### config.mk
export PLATFORM = sky130hd
export DESIGN_NAME = alu_op_sequencer
export DESIGN_NICKNAME = d
export VERILOG_FILES = /design/src/rtl/alu_seq_pkg.sv /design/src/rtl/alu_seq_decode.sv /design/src/rtl/alu_op_sequencer.sv
export SDC_FILE = /design/constraint.sdc
export NUM_CORES = 1
export LEC_CHECK = 0
export CAP_MARGIN = 40
export CORE_MARGIN = 2
export CORE_UTILIZATION = 35
export CTS_BUF_LIST = sky130_fd_sc_hd__clkbuf_8
export DETAILED_ROUTE_END_ITERATION = 12
export GPL_TIMING_DRIVEN = 0
export PLACE_DENSITY_LB_ADDON = 0.3
export REMOVE_ABC_BUFFERS = 1
export SYNTH_ARGS = -nofsm -noshare
export SYNTH_HDL_FRONTEND = slang
export SYNTH_HIERARCHICAL = 1
export SYNTH_SLANG_ARGS = --single-unit
### constraint.sdc
create_clock -name clk -period 2.2 [get_ports clk]
set_input_delay 0.66 -clock clk [delete_from_list [all_inputs] [get_ports clk]]
set_output_delay 0.66 -clock clk [all_outputs]
set_load 0.1 [all_outputs]
### src/rtl/alu_seq_pkg.sv
// rtl/alu_seq_pkg.sv - op codes, funct3 values and encodings shared by alu_op_sequencer
// ALU_OP_SEQUENCER_SRA_EN widens the pass counter for the three-pass SRA build.
package alu_seq_pkg;

   localparam logic [3:0] ALU_AND  = 4'b0000;
   localparam logic [3:0] ALU_OR   = 4'b0001;
   localparam logic [3:0] ALU_ADD  = 4'b0010;
   localparam logic [3:0] ALU_SUB  = 4'b0110;
   localparam logic [3:0] ALU_LTU  = 4'b0111;
   localparam logic [3:0] ALU_NOR  = 4'b1100;
   localparam logic [3:0] ALU_SLL  = 4'b1000;
   localparam logic [3:0] ALU_SRL  = 4'b1001;
   localparam logic [3:0] ALU_XOR  = 4'b1010;
   localparam logic [3:0] ALU_PASS = 4'b1111;

   localparam logic [2:0] F3_ADD  = 3'b000;
   localparam logic [2:0] F3_SLL  = 3'b001;
   localparam logic [2:0] F3_SLT  = 3'b010;
   localparam logic [2:0] F3_SLTU = 3'b011;
   localparam logic [2:0] F3_XOR  = 3'b100;
   localparam logic [2:0] F3_SR   = 3'b101;
   localparam logic [2:0] F3_OR   = 3'b110;
   localparam logic [2:0] F3_AND  = 3'b111;

   localparam logic [31:0] SIGN_FLIP = 32'h8000_0000;

`ifdef ALU_OP_SEQUENCER_SRA_EN
   localparam int PASS_W = 2;
`else
   localparam int PASS_W = 1;
`endif

   typedef enum logic [1:0] {ST_IDLE = 2'd0, ST_EXEC = 2'd1, ST_DONE = 2'd2} state_t;
   typedef enum logic [1:0] {X_RAW, X_FLIP, X_ONES, X_TEMP} x_sel_t;
   typedef enum logic [2:0] {Y_RAW, Y_FLIP, Y_SHAMT, Y_INV_SHAMT, Y_ALU} y_sel_t;

endpackage

### src/rtl/alu_seq_decode.sv
// rtl/alu_seq_decode.sv - maps funct3/funct7 and pass index onto an ALU op and operand selects
// ALU_OP_SEQUENCER_SRA_EN adds the pass/sign inputs that drive the SRA micro-sequence.
module alu_seq_decode
   import alu_seq_pkg::*;
(
   input  logic [2:0]        funct3,
   input  logic              funct7_b5,
   input  logic              is_imm,
`ifdef ALU_OP_SEQUENCER_SRA_EN
   input  logic [PASS_W-1:0] pass,
   input  logic              x_msb,
`endif
   output logic [3:0]        operation,
   output x_sel_t            x_sel,
   output y_sel_t            y_sel,
   output logic              last_pass
);

   always_comb begin
      operation = ALU_PASS;
      x_sel     = X_RAW;
      y_sel     = Y_RAW;
      last_pass = 1'b1;
      case (funct3)
         F3_ADD:  operation = (!is_imm && funct7_b5) ? ALU_SUB : ALU_ADD;
         F3_SLL:  begin operation = ALU_SLL; y_sel = Y_SHAMT; end
         // Flipping both sign bits turns a signed compare into an unsigned one.
         F3_SLT:  begin operation = ALU_LTU; x_sel = X_FLIP; y_sel = Y_FLIP; end
         F3_SLTU: operation = ALU_LTU;
         F3_XOR:  operation = ALU_XOR;
         F3_SR: begin
            operation = ALU_SRL;
            y_sel     = Y_SHAMT;
`ifdef ALU_OP_SEQUENCER_SRA_EN
            // Negative SRA: logical shift, then OR in a mask of ones built by a left shift.
            if (funct7_b5 && x_msb) begin
               last_pass = 1'b0;
               if (pass == 2'd1) begin
                  operation = ALU_SLL;
                  x_sel     = X_ONES;
                  y_sel     = Y_INV_SHAMT;
               end else if (pass == 2'd2) begin
                  operation = ALU_OR;
                  x_sel     = X_TEMP;
                  y_sel     = Y_ALU;
                  last_pass = 1'b1;
               end
            end
`endif
         end
         F3_OR:   operation = ALU_OR;
         F3_AND:  operation = ALU_AND;
         default: operation = ALU_PASS;
      endcase
   end

endmodule

### src/rtl/alu_op_sequencer.sv
// rtl/alu_op_sequencer.sv - sequences RV32I reg/imm arithmetic through an external combinational ALU
// ALU_OP_SEQUENCER_SRA_EN enables the multi-pass arithmetic right shift.
module alu_op_sequencer
   import alu_seq_pkg::*;
#(
   parameter int XLEN    = 32,
   parameter int SHAMT_W = 5
)(
   input  logic            clk,
   input  logic            rst_n,
   input  logic            req_valid,
   output logic            req_ready,
   input  logic [2:0]      funct3,
   input  logic            funct7_b5,
   input  logic            is_imm,
   input  logic [XLEN-1:0] rs1_val,
   input  logic [XLEN-1:0] rs2_val,
   output logic [3:0]      alu_operation,
   output logic [XLEN-1:0] alu_in_x,
   output logic [XLEN-1:0] alu_in_y,
   input  logic [XLEN-1:0] alu_out_s,
   output logic            rsp_valid,
   input  logic            rsp_ready,
   output logic [XLEN-1:0] rsp_result,
   output logic            rsp_zero
);

   state_t              state;
   logic [PASS_W-1:0]   step;
   logic                last_r;
   logic [2:0]          f3_r;
   logic                f7_r;
   logic                imm_r;
   logic [XLEN-1:0]     x_r;
   logic [XLEN-1:0]     y_r;
`ifdef ALU_OP_SEQUENCER_SRA_EN
   logic [XLEN-1:0]     tmp_r;
`endif
   logic [3:0]          dec_op;
   x_sel_t              dec_x_sel;
   y_sel_t              dec_y_sel;
   logic                dec_last;
   logic [XLEN-1:0]     shamt;
   logic [XLEN-1:0]     x_mux;
   logic [XLEN-1:0]     y_mux;

   alu_seq_decode u_decode (
      .funct3    (f3_r),
      .funct7_b5 (f7_r),
      .is_imm    (imm_r),
`ifdef ALU_OP_SEQUENCER_SRA_EN
      .pass      (step),
      .x_msb     (x_r[XLEN-1]),
`endif
      .operation (dec_op),
      .x_sel     (dec_x_sel),
      .y_sel     (dec_y_sel),
      .last_pass (dec_last)
   );

   assign shamt     = {{(XLEN-SHAMT_W){1'b0}}, y_r[SHAMT_W-1:0]};
   assign req_ready = (state == ST_IDLE);
   assign rsp_valid = (state == ST_DONE);

   always_comb begin
      x_mux = x_r;
      case (dec_x_sel)
         X_FLIP:  x_mux = x_r ^ SIGN_FLIP;
         X_ONES:  x_mux = '1;
`ifdef ALU_OP_SEQUENCER_SRA_EN
         X_TEMP:  x_mux = tmp_r;
`endif
         default: x_mux = x_r;
      endcase
   end

   // Y_INV_SHAMT yields 32 for sh=0 so the ones-mask shifts out completely.
   always_comb begin
      y_mux = y_r;
      case (dec_y_sel)
         Y_FLIP:      y_mux = y_r ^ SIGN_FLIP;
         Y_SHAMT:     y_mux = shamt;
         Y_INV_SHAMT: y_mux = XLEN'(XLEN) - shamt;
         Y_ALU:       y_mux = alu_out_s;
         default:     y_mux = y_r;
      endcase
   end

   // step 0 issues pass 0; each later step captures the previous pass and issues the next.
   always_ff @(posedge clk or negedge rst_n) begin
      if (!rst_n) begin
         state         <= ST_IDLE;
         step          <= '0;
         last_r        <= 1'b0;
         f3_r          <= '0;
         f7_r          <= 1'b0;
         imm_r         <= 1'b0;
         x_r           <= '0;
         y_r           <= '0;
         alu_operation <= ALU_PASS;
         alu_in_x      <= '0;
         alu_in_y      <= '0;
         rsp_result    <= '0;
         rsp_zero      <= 1'b0;
`ifdef ALU_OP_SEQUENCER_SRA_EN
         tmp_r         <= '0;
`endif
      end else begin
         case (state)
            ST_IDLE: begin
               if (req_valid) begin
                  f3_r  <= funct3;
                  f7_r  <= funct7_b5;
                  imm_r <= is_imm;
                  x_r   <= rs1_val;
                  y_r   <= rs2_val;
                  step  <= '0;
                  state <= ST_EXEC;
               end
            end
            ST_EXEC: begin
               if (step != '0 && last_r) begin
                  rsp_result    <= alu_out_s;
                  rsp_zero      <= (alu_out_s == '0);
                  alu_operation <= ALU_PASS;
                  state         <= ST_DONE;
               end else begin
                  alu_operation <= dec_op;
                  alu_in_x      <= x_mux;
                  alu_in_y      <= y_mux;
                  last_r        <= dec_last;
                  step          <= step + 1'b1;
               end
`ifdef ALU_OP_SEQUENCER_SRA_EN
               tmp_r <= alu_out_s;
`endif
            end
            ST_DONE: begin
               if (rsp_ready) state <= ST_IDLE;
            end
            default: state <= ST_IDLE;
         endcase
      end
   end

endmodule

==> impl_results.md, run 1 <==
- Met3 usage: under 10%
- Met1 GRT Util: between 20% and 30%
- Vias in the first global route: around 5700
- CTS tree: yes
- Final cycle utilization of the critical path: about nine tenths
- Post-route insts no fill: 1068
- Global routing's busiest layer: met2
- Cts hold-fix bufs: 0
- Setup TNS: 0 ps
- HP Class: input pin to asynchronous set/reset pin
- Syn_area_per_cell: 12.31 µm²
- Most frequent cells in the layout: 170 x dfrtp_1, 103 x clkdlybuf4s50_1, 100 x mux2_2
- Placed Cells incl. Taps: ~1100
- TritonCTS buffer count: 17
- Crit. End Element: output pin
- Final min period: between 1500 and 2000 ps
- Worst-path clk slew: between 100 and 150 ps
- DP HPWL: between 10 and 15 mm
- RePlAce Congestion: just over 0.7
- Num rows: 52
- Final nets: 894
- Failing checks: slew limit
- Seq/Total Area, Yosys: between 60% and 70%
- Ys flop type: dfrtp_1
- Synthesized instance count: just under 600
- First-pass GRT wire length: around 32 mm
- Synth-to-Final Area Change: 56.55%
- Most common cell after layout, fill and taps aside: dfrtp_1
- Yosys cell types: a little over 40
- Number of port buffers: between 200 and 250
- DR DRC count: 0
- Post-synth EDFFs: 0
- Routed len/inst: 19.00 µm
- Die W: 148.0 µm
- Slowest CP cell: dfrtp_1
- Die H: ~150 µm
- Status: finished, violations left
- Aggregate global-route resource usage: between 10% and 20%
- Max-Cap Viols: 0
- Vias/cell: 4.934
- WP data required: around 1500 ps
- Reg-to-Reg Start: state[0]
- Via count: 5269
- CP Cell Sequence: nor2_1 > buf_12
- Yosys warnings: 6
- Count of state elements after synthesis: 174
- Critical path class: flip-flop to output pin
- Crit path from: state[1]
- Core ar.: 0.02030 mm²
- DR pass1 iterations: 4
- Worst path arrival time: 1330 ps
- Root buf cell: clkbuf_8
- GR Overflow Total: 0
- Initial antenna violation count: 0
- Clock buffer depth: 2
- Final ANT Viol Nets: 0
- Largest net degree at the start of global routing: a little over 90
- Max-slew violations: 35
- Met2 Usage GRT: 31.67%
- RSZ-0062 raised after global routing: no
- Endpoints failing setup: 0
- CP peak stage delay: between 400 and 500 ps
- Rel. slew slack: -40.19%
- Clk sinks: roughly 170
- Hold Fails Final Rpt: 0
- Final Skew: roughly 16 ps
- Worst slew pin tran: around 2100 ps
- Detailed Route WL: approximately 20 mm
- Worst-Skew Late Latency: roughly 460 ps
- I/O Pins: between 200 and 250
- Initial drt markers: between 200 and 250
- Syn Std Cell Area: around 0.0073 mm²
- Crit path launch type: flip-flop
- H-tree levels: 4
- Fmax: 501.5 MHz
- Async set or reset register ratio after synthesis: 100.0%
- Total die area: around 0.022 mm²
- Ant diodes: 0
- Layout cell share with drive strength beyond 1: between 30% and 40%
- CP Max Fanout: 5
- Starting density of the core: a little over a third
what timing repair did:
item                                    4_1_cts  5_1_grt
buffers inserted                              2        0
endpoints found under the setup margin      107        2
gates resized for setup                      68        1
hold endpoints to repair                      0        0
final timing paths:
| path | endpoint | slack, ps | cells after the start |
|---|---|---|---|
| worst max-delay path | req_ready | 210 | 2 |
| worst min-delay path | x_r[20] | 170 | 1 |
| worst max register to register | rsp_result[24] | 210 | 5 |
| worst min register to register | alu_in_x[28] | 490 | 2 |
| max in group asynchronous | alu_operation[2] | 1100 | 2 |
| min in group clk | alu_in_x[28] | 490 | 2 |
stage by stage:
step / cell area [µm²] / worst slack, ps / util, % / hold WS (ps)
2_1_floorplan: 7023 / -1850 / - / 364.4
3_3_place_gp: 9433 / -7134 / 46.47 / 447.8
3_5_place_dp: 11640 / -224.9 / 57.35 / 454.9
4_1_cts: 11350 / 67.49 / 55.90 / 173.4
5_1_grt: 11350 / 93.16 / 55.94 / 177.3
6_report: 11350 / 206.1 / 55.94 / 167.3
per-layer routing:
metal,vias up,wire length (µm)
met5,-,0
met2,158,9951
met4,0,109
met3,9,1397
met1,2656,8837
li1,2446,-
critical path, delay by kind of cell (launching register included):
kind                   cells  cell delay (ps)
and+or+nand+nor            1              250
buffers and inverters      1              210
DFF                        1              420
cell type report:
cell class / instances / area (µm²)
Fill cell: 1652 / 8945
Sequential cell: 174 / 4359
Timing Repair Buffer: 216 / 3571
Multi-Input combinational cell: 368 / 2670
Tap cell: 270 / 337.8
Clock buffer: 17 / 234.0
Clock inverter: 14 / 148.9
Inverter: 9 / 33.78
state kept, by name (all words and copies together), names as in the netlist:
register,flops
alu_in_x,32
alu_in_y,32
alu_operation,4
f3_r,3
f7_r,1
imm_r,1
last_r,1
rsp_result,32
rsp_zero,1
state,2
step,1
x_r,32
y_r,32
cells in the mapped netlist (all sizes together), types with 5 or more instances:
master  count  area share, %
mux2      100             16
nor2       63            3.3
nor4        8           0.69
clkbuf      9           0.48
nand2      75            3.9
a221oi     26            4.8
nor3        5           0.34
inv         9           0.47
dfrtp     170             59
a21oi      12           0.88
buf        30            2.7
o21ai      43            3.0
logic make-up (layout without fill, tap and decap cells):
family	count (synthesis)	after routing	synth area share, %
buf+inv	48	256	3.691
fa+ha+maj	3	3	0.5176
compound gates	93	93	9.884
flops	174	174	60.10
xor+xnor	1	1	0.1208
mux	101	101	15.66
simple gates	167	167	9.919
other cells	2	3	0.1035
Power of run 1 is left out: the tool's default activity adds up to more than one toggle a clock period on the data nets, which glitch-free logic cannot reach.
==> run 2, diff against run 1 <==
Settings changed: GPL_ROUTABILITY_DRIVEN set to 0.
==> results of run 2 <==
No change in the layout: final DEF, timing and power equal those of run 1.
Power of run 2 is left out for the same reason.
==> run 3, diff against run 2 <==
Settings changed: TNS_END_PERCENT set to 20.
==> run 3 against run 2 <==
Net effect:
- the run still ends with slew limit left
- largest cell class unchanged
- global-route usage is 0.51 points higher
- utilization is 3.6 points higher
- register-to-register slack hardly changed
- first-iteration DRC count is 7.9% lower
- die area stayed put
==> impl_results.md, run 3 (synthesis results as in run 1) <==
- Crit path launch type: flip-flop (unchanged)
- Die H: 148.0 µm (unchanged)
- Hold Fails Final Rpt: 0 (unchanged)
- First-pass GRT wire length: 33.42 mm (was 32.48 mm)
- Layout cell share with drive strength beyond 1: 31.18% (was 34.59%)
- CP peak stage delay: 350 ps (was 420 ps)
- Post-route insts no fill: 1152 (was 1068)
- Number of port buffers: 207 (unchanged)
- Num rows: 52 (unchanged)
- Final Instance Area: 0.01209 mm² (was 0.01135 mm²)
- Clk sinks: 174 (unchanged)
- Critical path class: flip-flop to output pin (unchanged)
- Detailed Route WL: 20.84 mm (was 20.30 mm)
- HP Class: input pin to asynchronous set/reset pin (unchanged)
- Most frequent cells in the layout: 170 x dfrtp_1, 103 x clkdlybuf4s50_1, 100 x mux2_2 (unchanged)
- Rel. slew slack: -39.12% (was -40.19%)
- Most common cell after layout, fill and taps aside: dfrtp_1 (unchanged)
- Starting density of the core: 35.73% (unchanged)
- Final nets: 978 (was 894)
- Worst-Skew Late Latency: 460 ps (about the same)
- Routed len/inst: 18.09 µm (was 19.00 µm)
- Initial drt markers: 209 (was 227)
- DP HPWL: 14.58 mm (unchanged)
- Max-slew violations: 35 (unchanged)
- DR DRC count: 0 (unchanged)
- TritonCTS buffer count: 17 (unchanged)
- Ant diodes: 0 (unchanged)
- Met3 usage: 6.358% (was 6.204%)
- WP data required: 1540 ps (about the same)
- Cts hold-fix bufs: 0 (unchanged)
- Worst slew pin tran: 2085 ps (was 2101 ps)
- Status: finished, violations left (unchanged)
- I/O Pins: 208 (unchanged)
- Total die area: 0.02189 mm² (unchanged)
- Final ANT Viol Nets: 0 (unchanged)
- Final core utilization: 59.57% (was 55.94%)
- CTS tree: yes (unchanged)
- CP Cell Sequence: dlygate4sd2_1 > buf_16 (was nor2_1 > buf_12)
- Met2 Usage GRT: 32.51% (was 31.67%)
- Via count: 5601 (was 5269)
- Worst-path clk slew: 110 ps (about the same)
- Met1 GRT Util: 25.88% (was 25.33%)
- Placed Area: 0.01164 mm² (unchanged)
- Core ar.: 0.02030 mm² (unchanged)
- Global routing's busiest layer: met2 (unchanged)
- Largest net degree at the start of global routing: 91 (unchanged)
- CP Max Fanout: 2 (was 5)
- Max-Cap Viols: 0 (unchanged)
- Vias in the first global route: 5983 (was 5676)
- Worst path arrival time: 1350 ps (was 1330 ps)
- Final min period: 2010 ps (was 1994 ps)
- Worst path top cell family by delay: buffers and inverters (was flip-flops)
- Setup TNS: 0 ps (unchanged)
- Final Skew: 14.45 ps (was 15.96 ps)
- Initial antenna violation count: 0 (unchanged)
- Vias/cell: 4.862 (was 4.934)
- Endpoints failing setup: 0 (unchanged)
- Crit. End Element: output pin (unchanged)
- Root buf cell: clkbuf_8 (unchanged)
- Slowest CP cell: dfrtp_1 (unchanged)
- GR Overflow Total: 0 (unchanged)
- Die W: 148.0 µm (unchanged)
- Final cycle utilization of the critical path: 91.36% (was 90.63%)
- Reg2Reg Depth: 6 (was 5)
- Aggregate global-route resource usage: 19.69% (was 19.18%)
- DR pass1 iterations: 6 (was 4)
- Crit path buffers/inverters: 2 (was 1)
- Placed Cells incl. Taps: 1138 (unchanged)
- H-tree levels: 4 (unchanged)
- Synth-to-Final Area Change: 66.71% (was 56.55%)
- RSZ-0062 raised after global routing: no (unchanged)
- Failing checks: slew limit (unchanged)
- Clock buffer depth: 2 (unchanged)
- Crit path depth: 2 (unchanged)
- Fmax: 497.5 MHz (was 501.5 MHz)
[run 3: path summary, 6_finish.rpt]
check | end | start | slack, ps
max | rsp_result[28] | rsp_result[28] | 190
min | x_r[20] | rst_n | 170
max reg2reg | alu_in_y[1] | f3_r[1] | 220
min reg2reg | alu_in_x[5] | alu_in_x[5] | 470
max in group asynchronous | alu_operation[2] | rst_n | 1100
min in group clk | alu_in_x[5] | alu_in_x[5] | 470
[run 3: cell type report]
class / count / area [µm²]
multi-input combinational: 368 / 2670
fill: 1582 / 8208
tap: 270 / 337.8
sequential: 174 / 4359
timing repair buffer: 300 / 4308
clock buffer: 17 / 234.0
clock inverter: 14 / 148.9
inverter: 9 / 33.78
[run 3: metal layers]
layer	vias to the layer above	part of all wire [%]
li1	2611	-
met1	2795	43
met2	182	49
met3	13	6.9
met4	0	0.80
met5	-	0
[run 3: worst reg2reg max path, delay by kind of cell (launching register included)]
family	cells	cell delay, ps
AND/OR/NAND/NOR	3	860
AO/OA/AOI/OAI	2	400
buffers and inverters	1	120
flip-flops	1	470
[run 3: metrics by stage]
| stage | hold WS (ps) | setup slack (ps) |
|---|---|---|
| CTS | 173.4 | 67.49 |
| finish | 173.5 | 190.1 |
| floorplan | 364.4 | -1850 |
| global placement | 447.8 | -7134 |
| global route | 177.4 | 97.49 |
| detailed placement | 454.9 | -224.9 |
[run 3: what timing repair did]
item / in CTS / in global routing
pin swaps: 0 / 0
setup buffers: 1 / 0
endpoints found under the setup margin: 107 / 2
gates resized for setup: 153 / 1
hold endpoints to repair: 0 / 0
Power of run 3 is left out for the same reason.
